### src/rtl/debouncer_multi_if.sv
// Signal bundle between a debouncer_multi instance and its user: raw inputs in,
// debounced levels, edge events and the sampling strobe out.
interface debouncer_multi_if #(
  parameter int unsigned width = 1
);
  logic [width-1:0] glitchy_signal;
  logic [width-1:0] debounced_signal;
  logic [width-1:0] rise_pulse;
  logic [width-1:0] fall_pulse;
  logic             sample_tick;

  modport master (
    output glitchy_signal,
    input  debounced_signal,
    input  rise_pulse,
    input  fall_pulse,
    input  sample_tick
  );

  modport slave (
    input  glitchy_signal,
    output debounced_signal,
    output rise_pulse,
    output fall_pulse,
    output sample_tick
  );
endinterface

### src/rtl/debouncer_multi.sv
// Multi-channel debouncer: one shared sampling strobe, a saturating counter per channel,
// press-only or symmetric-hysteresis filtering, and registered one-cycle edge events.
module debouncer_multi #(
  parameter int unsigned width                  = 1,
  parameter int unsigned sampling_pulse_period  = 25000,
  parameter int unsigned saturating_counter_max = 150,
  parameter int unsigned hysteresis             = 0
) (
  input logic              clk,
  input logic              rst,
  debouncer_multi_if.slave bus
);

  localparam int unsigned SampleW = $clog2(sampling_pulse_period);
  localparam int unsigned CntW    = $clog2(saturating_counter_max + 1);

  localparam logic [SampleW-1:0] SampleLast = SampleW'(sampling_pulse_period - 1);
  localparam logic [CntW-1:0]    CntMax     = CntW'(saturating_counter_max);
  localparam bit                 UseHyst    = (hysteresis != 0);

  // Shared sampling counter; the tick is decoded combinationally from its last value.
  logic [SampleW-1:0] sample_cnt_q, sample_cnt_d;
  logic               tick;

  assign tick = (sample_cnt_q == SampleLast);

  always_comb begin
    sample_cnt_d = sample_cnt_q + 1'b1;
    if (tick) begin
      sample_cnt_d = '0;
    end
  end

  always_ff @(posedge clk or negedge rst) begin
    if (!rst) begin
      sample_cnt_q <= '0;
    end else begin
      sample_cnt_q <= sample_cnt_d;
    end
  end

  assign bus.sample_tick = tick;

  for (genvar i = 0; i < width; i++) begin : g_chan
    logic [CntW-1:0] cnt_q, cnt_d;
    logic            deb_q, deb_d;
    logic            rise_q, rise_d;
    logic            fall_q, fall_d;
    logic            sample;

    assign sample = bus.glitchy_signal[i];

    always_comb begin
      cnt_d = cnt_q;
      deb_d = deb_q;
      if (tick) begin
        if (sample) begin
          cnt_d = (cnt_q == CntMax) ? cnt_q : cnt_q + 1'b1;
        end else if (UseHyst) begin
          cnt_d = (cnt_q == '0) ? cnt_q : cnt_q - 1'b1;
        end else begin
          cnt_d = '0;
        end
        // Press-only tracks "at max" directly; hysteresis holds the level between the ends.
        if (cnt_d == CntMax) begin
          deb_d = 1'b1;
        end else if (!UseHyst || (cnt_d == '0)) begin
          deb_d = 1'b0;
        end
      end
    end

    always_comb begin
      rise_d = deb_d & ~deb_q;
      fall_d = ~deb_d & deb_q;
    end

    always_ff @(posedge clk or negedge rst) begin
      if (!rst) begin
        cnt_q  <= '0;
        deb_q  <= 1'b0;
        rise_q <= 1'b0;
        fall_q <= 1'b0;
      end else begin
        cnt_q  <= cnt_d;
        deb_q  <= deb_d;
        rise_q <= rise_d;
        fall_q <= fall_d;
      end
    end

    assign bus.debounced_signal[i] = deb_q;
    assign bus.rise_pulse[i]       = rise_q;
    assign bus.fall_pulse[i]       = fall_q;
  end

endmodule

### src/flat_wrapper.sv
// flat-port wrapper written by rule: the top's interface ports become plain ports
module debouncer_multi_flat 
#(
  parameter int unsigned width                  = 1,
  parameter int unsigned sampling_pulse_period  = 25000,
  parameter int unsigned saturating_counter_max = 150,
  parameter int unsigned hysteresis             = 0
)
  (clk, rst, bus_glitchy_signal, bus_debounced_signal, bus_rise_pulse, bus_fall_pulse, bus_sample_tick);
  debouncer_multi_if #(.width(width)) bus_i ();
  input logic clk;
  input logic rst;
  input wire logic [$bits(bus_i.glitchy_signal)-1:0] bus_glitchy_signal;
  output wire logic [$bits(bus_i.debounced_signal)-1:0] bus_debounced_signal;
  output wire logic [$bits(bus_i.rise_pulse)-1:0] bus_rise_pulse;
  output wire logic [$bits(bus_i.fall_pulse)-1:0] bus_fall_pulse;
  output wire logic [$bits(bus_i.sample_tick)-1:0] bus_sample_tick;
  assign bus_i.glitchy_signal = bus_glitchy_signal;
  assign bus_debounced_signal = bus_i.debounced_signal;
  assign bus_rise_pulse = bus_i.rise_pulse;
  assign bus_fall_pulse = bus_i.fall_pulse;
  assign bus_sample_tick = bus_i.sample_tick;
  debouncer_multi #(.width(width), .sampling_pulse_period(sampling_pulse_period), .saturating_counter_max(saturating_counter_max), .hysteresis(hysteresis)) u_core (.clk(clk), .rst(rst), .bus(bus_i));
endmodule
### config.mk
export PLATFORM = sky130hd
export DESIGN_NAME = debouncer_multi_flat
export DESIGN_NICKNAME = d
export VERILOG_FILES = /design/src/rtl/debouncer_multi_if.sv /design/src/rtl/debouncer_multi.sv /design/src/flat_wrapper.sv
export SDC_FILE = /design/constraint.sdc
export NUM_CORES = 1
export LEC_CHECK = 0
export ABC_AREA = 1
export CORE_MARGIN = 2
export CORE_UTILIZATION = 55
export DETAILED_ROUTE_END_ITERATION = 16
export GPL_ROUTABILITY_DRIVEN = 0
export GPL_TIMING_DRIVEN = 0
export PLACE_DENSITY = 0.71
export SYNTH_ARGS = -nofsm -noshare
export SYNTH_HDL_FRONTEND = slang
export SYNTH_SLANG_ARGS = --single-unit
### constraint.sdc
create_clock -name clk -period 4.9 [get_ports clk]
set_clock_uncertainty 0.15 [all_clocks]
set_input_delay 0.735 -clock clk [delete_from_list [all_inputs] [get_ports clk]]
set_output_delay 0.735 -clock clk [all_outputs]
set_load 0.03 [all_outputs]
==> results.py <==
metrics = {
    "outcome": {
        "outcome": "finished, final reports clean",
    },
    "setup_path": {
        "cp_data_required_time_ns": 4.01,
        "worstSetupPathType": "reg -> out",
        "slowest_stage": "sky130_fd_sc_hd__clkdlybuf4s50_1",
        "critical_path_arrival_ns": 2.28,
        "crit_path_max_fanout": 8,
        "end_kind": "primary output",
        "cp_cell_sequence": "ha_1, nand4_1, nor2_1, nand2_2, clkinv_1, clkdlybuf4s50_1",
        "worst_path_largest_cell_delay_ns": 0.66,
        "critical_path.startpoint_type": "flop",
    },
    "logic_synthesis": {
        "syn-cell-area_sq_um": 1470,
        "yosys_most_used_dff": "sky130_fd_sc_hd__dfrtp_1",
        "synth_compound_gate_area_share": 0.0654,
        "synthDominantAreaCellType": "sky130_fd_sc_hd__dfrtp_1",
        "combinational_family_with_the_most_area_after_synthesis": "simple AND/OR/NAND/NOR gates",
        "yosys_register_bits": 26,
        "synth_largest_type_area_fraction": 0.442,
        "netlist_instances": 191,
        "post_synth.cell_area_avg_sq_um": 7.71,
        "synth_edf_count": 0,
        "synth_fa_ha_area_frac": 0.0255,
        "register_area_share_after_synthesis": 0.442,
        "muxShareOfSynthArea": 0,
        "ys_warn_count": 0,
        "post_synth_and_or_nand_nor_area_fraction": 0.334,
        "synth_fp_nets": 197,
        "netlist-cell-type-count": 27,
        "synth-async-reset-ratio": 1.00,
        "synth_top_area_cells": "sky130_fd_sc_hd__dfrtp_1 (44%), sky130_fd_sc_hd__nand2_1 (11%), sky130_fd_sc_hd__inv_1 (7.1%), sky130_fd_sc_hd__nand3_1 (7.1%), sky130_fd_sc_hd__nor2_1 (6.4%)",
        "synth_xor_area_frac": 0.0476,
    },
    "floorplanning": {
        "full_die_area_sq_um": 3110,
        "boundaryPins": 7,
        "initial_core_util": 0.589,
        "die_height_microns": 55.7,
        "core_region_area_sq_um": 2500,
        "floorplan.die.width_microns": 55.7,
        "placement_row_count": 18,
    },
    "grt": {
        "global_route.usage.total": 0.198,
        "largest_net_degree_at_the_start_of_global_routing": 27,
        "grt_pass1_wl_mm": 4.95,
        "grt_antenna_before_repair": 0,
        "grt_pass1_vias": 1194,
        "globalRouteOverflowTotal": 0,
    },
    "detailed_routing": {
        "wire_per_inst_microns": 11.7,
        "vias_per_cell": 5.34,
        "drt_drc_violations_left": 0,
        "via_count": 1228,
        "drtPass1Iterations": 4,
        "ant_nets": 0,
        "detailedRoute.firstIterationViolations": 33,
        "route.final.wire_length_mm": 2.68,
    },
    "clocking": {
        "path_clk_slew_ns": 0.13,
        "clk_latency_ns": 0.31,
        "cts_tree": "yes",
        "cts_sinks": 26,
        "clock_tree.root_cell": "sky130_fd_sc_hd__clkbuf_4",
        "clock_path_buffers": 2,
        "cts.hold.buffers_added": 0,
        "post_cts_buffers": 0,
        "cts-htree-levels": 1,
        "cts_repair_resize_count": 0,
        "cts_made_buffers": 3,
    },
    "hold_path": {
        "hold_path_class": "reg -> reg",
    },
    "place": {
        "placed_cells_incl_taps": 226,
        "post-dp-hpwl_mm": 2.06,
        "portBuffers": 5,
    },
    "pwr": {
        "ir_worst_vdd_uv": 135,
        "power.density_nw_per_um2": 204,
        "finalPower_uw": 326,
        "static-leakage-power_nw": 0.835,
    },
    "sta": {
        "drv_slew": 0,
        "final_critical_path_time_including_i_o_delays_and_setup_ns": 3.17,
        "maximum_frequency_from_static_timing_analysis_mhz": 315,
        "timing_worst_slew_pin_value_ns": 1.14,
        "max_slew_margin_vs_limit": 0.240,
        "grt_setup_unrepaired": "false",
        "timing.hold.ws_ns": 0.333,
        "post-route-period-util": 0.647,
        "final_setup_viols": 0,
        "hold_viol": 0,
        "timing.setup.tns_ns": 0,
    },
    "cells_and_area": {
        "finish.net_count": 207,
        "post_route_cells_drive_above_1_share": 0.0900,
        "syn_to_final_growth_pct": 8.41,
        "post_layout_nonfiller_instances": 230,
        "antenna_cells_inserted": 0,
        "fillerInstances": 216,
    },
    "flow_run": {
        "maxCapViolCount": 0,
    },
}
per-layer routing:
| layer | wire length, microns | track usage | part of all wire | vias to the layer above |
|---|---|---|---|---|
| met5 | 0 | 0 | 0 | - |
| met2 | 1320 | 0.350 | 0.49 | 20 |
| met1 | 1240 | 0.243 | 0.46 | 575 |
| li1 | - | - | - | 627 |
| met4 | 46 | 0.0697 | 0.017 | 0 |
| met3 | 77 | 0.0302 | 0.029 | 6 |
cells in the mapped netlist, types with 2 or more instances:
library cell              number
sky130_fd_sc_hd__nand3_1      21
sky130_fd_sc_hd__xor2_1        7
sky130_fd_sc_hd__nor3_1        3
sky130_fd_sc_hd__nor2_2        3
sky130_fd_sc_hd__a21oi_1       2
sky130_fd_sc_hd__nand2_2       2
sky130_fd_sc_hd__a22o_2        2
sky130_fd_sc_hd__o21ai_0      10
sky130_fd_sc_hd__inv_1        28
sky130_fd_sc_hd__nand4_1       4
sky130_fd_sc_hd__ha_1          3
sky130_fd_sc_hd__dfrtp_1      26
sky130_fd_sc_hd__nand2_1      42
sky130_fd_sc_hd__nor2_1       25
critical path: cells and delay by family, from the launching register on:
kind,cells,cell delay (ns)
buf+inv,2,0.93
flops,1,0.43
simple gates,3,0.36
fa+ha+maj,1,0.25
kinds of logic after synthesis:
logic type,after synthesis
and+or+nand+nor,107
AOI/OAI and AO/OA,16
adders and majority gates,3
xor gates and xnor gates,8
buffers and inverters,31
DFF,26
placed cells by master, fill, tap and decap left out, types with 2 or more instances in the layout:
cell	n
sky130_fd_sc_hd__nand2_1	42
sky130_fd_sc_hd__clkdlybuf4s50_1	5
sky130_fd_sc_hd__nor3_1	3
sky130_fd_sc_hd__o21ai_0	10
sky130_fd_sc_hd__nand4_1	4
sky130_fd_sc_hd__clkbuf_8	2
sky130_fd_sc_hd__a22o_2	2
sky130_fd_sc_hd__nand2_2	2
sky130_fd_sc_hd__nand3_1	21
sky130_fd_sc_hd__nor2_1	25
sky130_fd_sc_hd__dfrtp_1	26
sky130_fd_sc_hd__xor2_1	7
sky130_fd_sc_hd__clkbuf_4	3
sky130_fd_sc_hd__a21oi_1	2
sky130_fd_sc_hd__ha_1	3
sky130_fd_sc_hd__inv_1	28
sky130_fd_sc_hd__nor2_2	3
stage by stage:
stage	utilization	setup slack (ns)	area [sq um]
floorplan	-	2.81	1470
global placement	0.624	2.09	1560
detailed placement	0.624	2.07	1560
CTS	0.639	1.71	1600
global route	0.639	1.57	1600
finish	0.639	1.73	1600
layout make-up:
| type | count | area [sq um] | area share |
|---|---|---|---|
| Inverter | 30 | 113 | 0.0705 |
| Timing Repair Buffer | 5 | 50.0 | 0.0313 |
| Clock buffer | 4 | 36.3 | 0.0227 |
| Tap cell | 30 | 37.5 | 0.0235 |
| Buffer | 1 | 13.8 | 0.00862 |
| Multi-Input combinational cell | 134 | 696 | 0.436 |
| Sequential cell | 26 | 651 | 0.408 |
registers in the layout (all words and copies together), names as in the netlist:
signal                       flops
u_core.bus.debounced_signal      1
u_core.g_chan.cnt_q              8
u_core.sample_cnt_q             15
u_core.bus.rise_pulse            1
u_core.bus.fall_pulse            1
power breakdown:
group / switching, mW / leakage [nW] / internal (mW)
Combinational: 0.00617 / 0.502 / 0.00213
Clock: 0.0580 / 0.0210 / 0.0453
Sequential: 0 / 0.312 / 0.215
path summary, 6_finish.rpt:
kind / depth (start not counted) / slack, ns / startpoint / to
max: 6 / 1.73 / u_core.sample_cnt_q[0]$_DFF_PN0_ / bus_sample_tick
min: 1 / 0.33 / u_core.sample_cnt_q[0]$_DFF_PN0_ / u_core.sample_cnt_q[0]$_DFF_PN0_
max reg2reg: 11 / 3.08 / u_core.g_chan[0].cnt_q[0]$_DFFE_PN0P_ / u_core.bus.fall_pulse$_DFF_PN0_
min reg2reg: 1 / 0.33 / u_core.sample_cnt_q[0]$_DFF_PN0_ / u_core.sample_cnt_q[0]$_DFF_PN0_
max in group asynchronous: 1 / 3.06 / rst / u_core.sample_cnt_q[10]$_DFF_PN0_
min in group asynchronous: 1 / 0.87 / rst / u_core.sample_cnt_q[6]$_DFF_PN0_
No activity file was read; power rests on OpenSTA's default activity.
==> RTL edit: new RTL, config.mk and constraints unchanged <==
`saturating_counter_max` is set to 150 in 2 places; all go to 300.
--- a/src/rtl/debouncer_multi.sv
+++ b/src/rtl/debouncer_multi.sv
@@ -5,3 +5,3 @@
   parameter int unsigned sampling_pulse_period  = 25000,
-  parameter int unsigned saturating_counter_max = 150,
+  parameter int unsigned saturating_counter_max = 300,
   parameter int unsigned hysteresis             = 0
--- a/src/flat_wrapper.sv
+++ b/src/flat_wrapper.sv
@@ -5,3 +5,3 @@
   parameter int unsigned sampling_pulse_period  = 25000,
-  parameter int unsigned saturating_counter_max = 150,
+  parameter int unsigned saturating_counter_max = 300,
   parameter int unsigned hysteresis             = 0
Function: same outputs for any inputs over 10 cycles, from zero or initial values and one cycle with rst low; that may be too few to reach the edited logic, so the function may still have changed.
==> RTL edit against the unedited design <==
Routed wire length increased by 4.8%; cell area increased by 7.4%; maximum frequency increased by 3.3%; power increased by 0.41%; synthesized area increased by 8.0%; clock power decreased by 6%; sequential cell count increased by 1; via count increased by 1.9%; global-route usage decreased by 0.69 points; worst setup slack improved by 100 ps.
==> RTL edit: results (changes against the unedited design) <==
worst_hold_path:
  worstHoldPathType: "in2async"
cts:
  cts_resized: 0  # unchanged
  clockBufferDepth: 2  # unchanged
  cts_inserted_buffers: 3  # unchanged
  clk_pin_slew_ps: 150  # +20 ps
  cts_setup_buffers: 0  # unchanged
  clkLatencyLatePin_ps: 320
  clockRootBuffer: "clkbuf_4"
  htree_num_levels: 1  # unchanged
layout:
  drive_above_1_share: 0.152  # +0.0620
  layout.nets: 211  # +1.9%
  diodes: 0  # unchanged
  top_regs: "u_core.sample_cnt_q: 15 flops, u_core.g_chan.cnt_q: 9 flops"
  fillCellCount: 233  # +7.9%
global_route:
  grt_max_degree: 28  # +3.7%
  antenna_found_initial: 0  # unchanged
  grt_pass1_vias: 1158  # -3.0%
  grt_pass1_wl_um: 4930  # -0.42%
  track_usage: 0.191  # -0.00691
pwr:
  leakagePower_nw: 0.940  # +13%
  ir_drop_mv: 0.152  # +13%
critical_path:
  worst_setup_path_start_kind: "flop"
  rrSetupSlack_ps: 3040  # -40 ps
  crit_family: "buffers and inverters"
  critical_path.max_stage_delay_ps: 700  # +40 ps
  arrival_ps: 2180  # -100 ps
  endpoint: "bus_sample_tick"
  r2r-start: "u_core.sample_cnt_q[0]"
  reg2reg_depth: 10  # -1
  path_max_fanout: 10  # +2
  cp_slowest_cell: "clkdlybuf4s50_1"
  rr_endpoint: "u_core.bus.fall_pulse"
synth:
  synth_common_cells: "46 x nand2_1, 27 x dfrtp_1, 27 x inv_1"
  syn_nets: 200  # +1.5%
  ys.flop_type: "dfrtp_1"
  synth_area_leaders: "dfrtp_1 42%, nand2_1 11%, inv_1 6.4%, xor2_1 6.1%, nand3_1 4.7%"
  synth_cell_types: 27  # unchanged
  seq_area_frac_synth: 0.425  # -0.0169
  yosys_warnings: 0  # unchanged
  async_flop_share: 1.00  # unchanged
placed_design:
  hpwl_um: 2160  # +5.2%
  port_buffers: 6  # +1
routing:
  drt-initial-drc-count: 44  # +33%
  drt_pass1_iterations: 4  # unchanged
  wl_per_cell_um: 12.0  # +2.6%
  vias_per_cell: 5.32  # -0.29%
timing:
  slew_headroom: 0.557  # +0.317
  timing.hold.ws_ps: 261  # -71.9 ps
run_status:
  outcome: "finished, final reports clean"
==> RTL edit: layout make-up <==
| class | instances | share of cell area |
|---|---|---|
| multi-input cells | 135 | 0.456 |
| flip-flops and latches | 27 | 0.394 |
| inverters | 29 | 0.0635 |
| repair buffers | 6 | 0.0321 |
| well taps | 31 | 0.0226 |
| plain buffers | 3 | 0.0139 |
| clock buffers | 3 | 0.0131 |
| clock inverters | 1 | 0.00438 |
==> RTL edit: layer usage <==
metal	routed length [µm]	vias to the layer above	track usage
met5	0	-	0
met2	1450	8	0.336
met4	17	0	0.0498
met1	1300	610	0.247
met3	45	2	0.0268
li1	-	631	-
==> RTL edit: power breakdown <==
part	internal, mW	leakage [nW]	switching (mW)	total, mW
clock network	0.0311	0.0139	0.0660	0.0971
logic	0.00179	0.616	0.00572	0.00751
registers	0.223	0.311	0	0.223
total	0.256	0.940	0.0717	0.328
==> RTL edit: cells by family after synthesis <==
kind of cell | count (synthesis) | synth area share
buffers and inverters | 32 | 0.0834
XOR/XNOR | 13 | 0.0763
AND/OR/NAND/NOR | 107 | 0.354
adder cells (fa/ha/maj) | 3 | 0.0236
flip-flops | 27 | 0.425
AO/OA/AOI/OAI | 12 | 0.0378
==> RTL edit: stage by stage <==
step                      worst slack, ps  utilization  instances  area [µm²]  power, mW
after global routing                 1710        0.622        235        1710      0.341
after detailed placement             2180        0.613        231        1690      0.236
after floorplan                      2940            -        194        1590      0.229
after CTS                            1800        0.623        235        1720      0.335
final                                1830        0.622        235        1710      0.328
after global placement               2200        0.613        231        1690      0.235
